**src/rtl/mapeamento_tecla_cp_oct.sv**
```systemverilog
// mapeamento_tecla_cp_oct
//   Keyboard front end for the synth. Each raw key line and each octave button
//   is synchronised and debounced. The lowest-index held key is selected and
//   mapped to an oscillator half-period, and an octave shift is applied.
//   Outputs are registered.
// Ports
//   clk        system clock, rising edge
//   rst        synchronous reset, active high
//   teclas     raw key lines, 1 = pressed (asynchronous)
//   oct_sobe   raw octave-up button (asynchronous)
//   oct_desce  raw octave-down button (asynchronous)
//   cp         oscillator half-period count
//   gate       1 while any debounced key is held
//   nova_nota  one-cycle strobe on note start or note change
//   nota_idx   index of the selected key
//   oitava     current octave

// Per-input lane: 2-flop synchroniser plus debounce counter. The accepted
// (debounced) value is held by the caller and fed back in on deb. deb_nxt
// is the value it takes at the next edge, so a caller can act in the same
// edge as the flip.
module debounce_lane #(
    parameter int unsigned DEBOUNCE_CICLOS = 500000
) (
    input  logic clk,
    input  logic rst,
    input  logic din,
    input  logic deb,
    output logic deb_nxt
);
    localparam int unsigned CW = (DEBOUNCE_CICLOS < 2) ? 1 : $clog2(DEBOUNCE_CICLOS);

    logic          s1, s2;
    logic [CW-1:0] cnt;
    logic          ultimo;

    // The counter never holds DEBOUNCE_CICLOS: the step that would reach it flips instead.
    assign ultimo  = (cnt == CW'(DEBOUNCE_CICLOS - 1));
    assign deb_nxt = (s2 != deb && ultimo) ? ~deb : deb;

    always_ff @(posedge clk) begin
        if (rst) begin
            s1  <= 1'b0;
            s2  <= 1'b0;
            cnt <= '0;
        end else begin
            s1 <= din;
            s2 <= s1;
            if (s2 == deb || ultimo) cnt <= '0;
            else                     cnt <= cnt + 1'b1;
        end
    end
endmodule

module mapeamento_tecla_cp_oct #(
    parameter int unsigned NR_TECLAS       = 12,
    parameter int unsigned NR_OITAVAS      = 4,
    parameter int unsigned OITAVA_INICIAL  = 0,
    parameter int unsigned DEBOUNCE_CICLOS = 500000
) (
    input  logic                 clk,
    input  logic                 rst,
    input  logic [NR_TECLAS-1:0] teclas,
    input  logic                 oct_sobe,
    input  logic                 oct_desce,
    output logic [17:0]          cp,
    output logic                 gate,
    output logic                 nova_nota,
    output logic [3:0]           nota_idx,
    output logic [1:0]           oitava
);
    localparam logic [1:0] OIT_MAX = 2'(NR_OITAVAS - 1);
    localparam logic [1:0] OIT_INI = 2'(OITAVA_INICIAL);

    typedef enum logic {IDLE, HELD} botao_t;

    function automatic logic [17:0] tabela(input logic [3:0] i);
        case (i)
            4'd0:    tabela = 18'd143172;
            4'd1:    tabela = 18'd135139;
            4'd2:    tabela = 18'd127551;
            4'd3:    tabela = 18'd120394;
            4'd4:    tabela = 18'd113636;
            4'd5:    tabela = 18'd107262;
            4'd6:    tabela = 18'd101239;
            4'd7:    tabela = 18'd95557;
            4'd8:    tabela = 18'd90192;
            4'd9:    tabela = 18'd85131;
            4'd10:   tabela = 18'd80353;
            4'd11:   tabela = 18'd75843;
            default: tabela = 18'd0;
        endcase
    endfunction

    logic [NR_TECLAS-1:0] tec_deb, tec_nxt;
    botao_t               st_sobe, st_desce;
    logic                 sobe_nxt, desce_nxt;
    logic                 sobe_sobe, desce_sobe;
    logic [3:0]           sel;
    logic                 alguma;

    genvar g;
    generate
        for (g = 0; g < NR_TECLAS; g++) begin : g_tecla
            debounce_lane #(.DEBOUNCE_CICLOS(DEBOUNCE_CICLOS)) u_lane (
                .clk(clk), .rst(rst), .din(teclas[g]),
                .deb(tec_deb[g]), .deb_nxt(tec_nxt[g])
            );
        end
    endgenerate

    // For the buttons the FSM state is the debounced value itself.
    debounce_lane #(.DEBOUNCE_CICLOS(DEBOUNCE_CICLOS)) u_sobe (
        .clk(clk), .rst(rst), .din(oct_sobe),
        .deb(st_sobe == HELD), .deb_nxt(sobe_nxt)
    );
    debounce_lane #(.DEBOUNCE_CICLOS(DEBOUNCE_CICLOS)) u_desce (
        .clk(clk), .rst(rst), .din(oct_desce),
        .deb(st_desce == HELD), .deb_nxt(desce_nxt)
    );

    assign sobe_sobe  = (st_sobe  == IDLE) && sobe_nxt;
    assign desce_sobe = (st_desce == IDLE) && desce_nxt;

    always_ff @(posedge clk) begin
        if (rst) tec_deb <= '0;
        else     tec_deb <= tec_nxt;
    end

    // Octave FSM: one step per debounced rise. Simultaneous rises cancel,
    // and saturation also pins oitava at 0 when NR_OITAVAS is 1.
    always_ff @(posedge clk) begin
        if (rst) begin
            st_sobe  <= IDLE;
            st_desce <= IDLE;
            oitava   <= OIT_INI;
        end else begin
            st_sobe  <= sobe_nxt  ? HELD : IDLE;
            st_desce <= desce_nxt ? HELD : IDLE;
            if (sobe_sobe && !desce_sobe && oitava != OIT_MAX)
                oitava <= oitava + 2'd1;
            else if (desce_sobe && !sobe_sobe && oitava != 2'd0)
                oitava <= oitava - 2'd1;
        end
    end

    // Lowest held index wins.
    always_comb begin
        sel    = 4'd0;
        alguma = |tec_deb;
        for (int i = NR_TECLAS - 1; i >= 0; i--)
            if (tec_deb[i]) sel = 4'(i);
    end

    // On release cp and nota_idx hold so the envelope tail keeps its pitch.
    always_ff @(posedge clk) begin
        if (rst) begin
            cp        <= '0;
            gate      <= 1'b0;
            nova_nota <= 1'b0;
            nota_idx  <= '0;
        end else if (alguma) begin
            gate      <= 1'b1;
            nota_idx  <= sel;
            cp        <= tabela(sel) >> oitava;
            nova_nota <= !gate || (sel != nota_idx);
        end else begin
            gate      <= 1'b0;
            nova_nota <= 1'b0;
        end
    end
endmodule

```
**config.mk**
```make
export PLATFORM = sky130hd
export DESIGN_NAME = mapeamento_tecla_cp_oct
export DESIGN_NICKNAME = d
export VERILOG_FILES = /design/src/rtl/mapeamento_tecla_cp_oct.sv
export SDC_FILE = /design/constraint.sdc
export NUM_CORES = 1
export LEC_CHECK = 0
export CAP_MARGIN = 20
export CORE_UTILIZATION = 45
export CTS_BUF_LIST = sky130_fd_sc_hd__clkbuf_8
export DETAILED_ROUTE_END_ITERATION = 10
export DONT_BUFFER_PORTS = 1
export PLACE_DENSITY = 0.66
export RECOVER_POWER = 100
export SYNTH_ARGS = -nofsm -noshare
export SYNTH_HDL_FRONTEND = slang
export SYNTH_SLANG_ARGS = --single-unit
```
**constraint.sdc**
```tcl
create_clock -name clk -period 2.85 [get_ports clk]
set_input_delay 0.57 -clock clk [delete_from_list [all_inputs] [get_ports clk]]
set_output_delay 0.57 -clock clk [all_outputs]
set_load 0.005 [all_outputs]
```
==> key figures <==
STA
  – Max_slew headroom: 52.8%
  – Skew final: 0.0369 ns
  – Fin. Hold Viols: 0
  – Slew @ Worst Pin: 0.701 ns
  – Tmin final: 2.69 ns
  – Final TNS setup: 0 ns
  – Highest clock rate: roughly 370 MHz
  – Final slew viol count: 0
  – Final period utilization: approximately 94%
  – Setup violators final: 0

Die
  – Starting Density: 45.9%
  – Die height: approximately 180 um
  – Core Area: between 30000 and 40000 sq um
  – Row cnt: 65
  – Io pins: 42
  – Die X: 182 um
  – Die area: 33000 sq um

Layout
  – Ant. Diodes: 0
  – Area growth syn-to-layout: 11.0%
  – Number of nets in the layout: 1751
  – Design Area, Final: 16100 sq um
  – Layout cell share with drive strength beyond 1: between 7 and 8%
  – Finished Layout Cells: 2160

Yosys
  – Top FF cell, synth: dfxtp_1
  – Combinational family with the most area after synthesis: simple AND/OR/NAND/NOR gates
  – Adder-cell area share of the yosys netlist: 1.81%
  – Post-synth top area cell: dfxtp_1
  – Synthesized area: 14500 sq um
  – Post-synth EDFFs: 0
  – Sequential fraction of the synthesis area: 46.0%
  – Compound-cell area share of the yosys netlist: 5.26%
  – Post-synth ARST share: 0%
  – Area contributors post-synth: dfxtp_1, nor2_1, xor2_1
  – XOR/XNOR Fraction of Synth Area: 14.4%
  – Yosys warnings: 0
  – Synthesized instance count: 1689
  – Post-synthesis mux area share: 1.46%
  – Post-synthesis register bit count: around 330
  – Synth Area in Simple Gates: 28.4%
  – Syn Area/Cell: 8.61 sq um
  – Share of the synthesized area in the top cell type: roughly 46%
  – Cell variety after synth: 69
  – Syn Nets: 1726

Worst hold path
  – Hold path depth: 1
  – Hold Path Class: input pin to register

Clocking
  – Post-CTS sizing: 0
  – CTS tree: built
  – Register clock-pin slew on the reported worst setup and hold paths: 0.06 ns
  – Clock Latency Late Sink: 0.60 ns
  – Root Driver: clkbuf_8
  – Clock sinks: roughly 330
  – Setup Buffers After CTS: 0
  – CTS Buf Count: 55
  – # H-tree levels: 2
  – Clock buffer depth: 3
  – Post-CTS Hold Buffers: 0

Global routing
  – Vias in the first global route: 10600
  – Initial antenna violation count: 0
  – Global-route wire length before repair: 49700 um
  – Gr ovfl total: 0
  – Pin count of the biggest net entering global routing: 79
  – GRT Total Usage: between 15 and 20%

Job
  – Max-cap violation count: 0

Worst setup path
  – CP max FO: 6
  – CP most frequent cell: o21ai_0
  – Crit path arrival time: 3.17 ns
  – CP required: 3.33 ns
  – R2R cell count: 10
  – Crit end category: register
  – Startpoint Class: register
  – Type of the worst setup path: register to register
  – Cells along the critical path: nor2_1 > o311a_1 > or2_2 > ha_1 > nor3_1 > or2_0 > o21ai_0 > o31a_1 > o21ai_0 > o221a_1
  – Critical Path Stages: 10
  – Slowest stage cell, crit path: dfxtp_1
  – Top delay family on crit path: compound AO/OA/AOI/OAI gates
  – CP peak stage delay: approximately 0.5 ns
  – Crit path buf inv count: 0

Run status
  – Status: finished clean

Placement
  – Gpl congestion: 0.834
  – Dpl cells: 2059
  – Dpl hpwl: roughly 20000 um
  – Placed cell areas: 15000 sq um
  – PortBufs: 0

Detailed routing
  – TritonRoute pass-1 iters: 4
  – Antenna Nets Post-Route: 0
  – Vias per cell: 5.10
  – Number of remaining DRC errors: 0
  – WL per Instance: 13.3 um
  – Routed via count: 11000
  – Total wire length: about 29000 um
  – Initial DRC Count: 588

Power and ir drop
  – Pwr Density: about 560 nW/um^2
  – Peak supply drop: around 0.40 mV
  – Leakage power total: approximately 5.4 nW
where the power goes:
group          leakage [nW]  total (mW)  internal, mW  switching (mW)
Sequential             2.70        4.71          4.69          0.0150
Combinational          2.04      0.0634        0.0222          0.0411
Clock                 0.662        4.24          2.35            1.89
Total                  5.40        9.01          7.07            1.95
metrics by stage:
stage	worst slack [ns]	hold slack (ns)	power, mW	util [%]
2_1_floorplan	0.241	0.414	4.87	-
3_3_place_gp	0.123	0.419	4.88	47.3
3_5_place_dp	0.0686	0.422	4.88	47.3
4_1_cts	0.0597	0.00624	9.16	50.9
5_1_grt	-0.00617	0.00792	9.39	50.9
6_report	0.159	0.0349	9.01	50.9
sequential cells by signal, summed over array words and instances, names as in the netlist:
name                cells
g_tecla.u_lane.cnt    228
u_desce.cnt            19
u_sobe.cnt             19
cp                     18
g_tecla.u_lane.s1      12
g_tecla.u_lane.s2      12
tec_deb                12
nota_idx                4
oitava                  2
gate                    1
nova_nota               1
st_desce                1
st_sobe                 1
u_desce.s1              1
u_desce.s2              1
u_sobe.s1               1
u_sobe.s2               1
kinds of logic after synthesis:
kind of cell | after synthesis
AND/OR/NAND/NOR | 861
flip-flops | 334
XOR/XNOR | 239
AO/OA/AOI/OAI | 115
buffers and inverters | 98
multiplexers | 21
adder cells (fa/ha/maj) | 21
metal layers:
| metal | GRT usage [%] | vias up | part of all wire [%] |
|---|---|---|---|
| met5 | 0 | - | 0 |
| met2 | 29.6 | 129 | 46 |
| li1 | - | 5738 | - |
| met3 | 3.21 | 48 | 3.5 |
| met4 | 5.53 | 0 | 1.8 |
| met1 | 23.3 | 5105 | 48 |
path summary, 6_finish.rpt:
check	from	to	slack (ns)
min	rst	g_tecla[2].u_lane.s1	0.03
min reg2reg	g_tecla[10].u_lane.s1	g_tecla[10].u_lane.s2	0.44
max	tec_deb[6]	cp[11]	0.16
max reg2reg	tec_deb[6]	cp[11]	0.16
layout make-up:
class / instances / area [sq um]
inverter: 39 / 146
multi-input combinational: 1257 / 7470
clock buffer: 72 / 991
sequential: 334 / 6690
clock inverter: 29 / 155
timing repair buffer: 27 / 183
fill: 3056 / 15600
tap: 402 / 503
layout by cell type, fill, tap and decap left out, types with 3 or more instances in the layout:
| master | count |
|---|---|
| a211oi_1 | 9 |
| or2_2 | 5 |
| nand4_1 | 27 |
| buf_4 | 21 |
| clkbuf_8 | 72 |
| mux2i_1 | 19 |
| xor2_1 | 144 |
| or3_1 | 36 |
| nand3_1 | 111 |
| nor2_1 | 359 |
| clkbuf_1 | 4 |
| nand2_1 | 134 |
| nor2b_1 | 30 |
| a21oi_1 | 34 |
| nand2b_1 | 3 |
| and3_1 | 51 |
| o32ai_1 | 3 |
| dfxtp_1 | 331 |
| nand3b_1 | 3 |
| or4_1 | 3 |
| o311a_1 | 3 |
| nor4b_1 | 18 |
| and2_1 | 5 |
| o21ai_0 | 29 |
| a22oi_1 | 3 |
| dfxtp_2 | 3 |
| ha_1 | 21 |
| nor4_1 | 17 |
| inv_1 | 56 |
| nor3_1 | 31 |
| xnor2_1 | 95 |
| and4_1 | 11 |
| clkinv_2 | 9 |
synthesized netlist by cell type (3+ instances only):
library cell  count
a221oi_1          3
nor4b_1          18
buf_1             4
nand4_1          27
and4_1           11
nand2_1         134
nor4_1           17
or4_1             3
a22oi_1           3
or2_2             5
o32ai_1           3
nor3_1           32
xor2_1          144
xnor2_1          95
nand3_1         111
clkbuf_1         46
and2_1            5
dfxtp_1         334
a211oi_1          9
ha_1             21
buf_2             6
o311a_1           3
inv_1            39
mux2i_1          19
nor2_1          359
nor2b_1          30
and3_1           51
o21ai_0          28
buf_6             3
or3_1            36
nand2b_1          3
nand3b_1          3
a21oi_1          34
(Power assumes the default switching activity.)
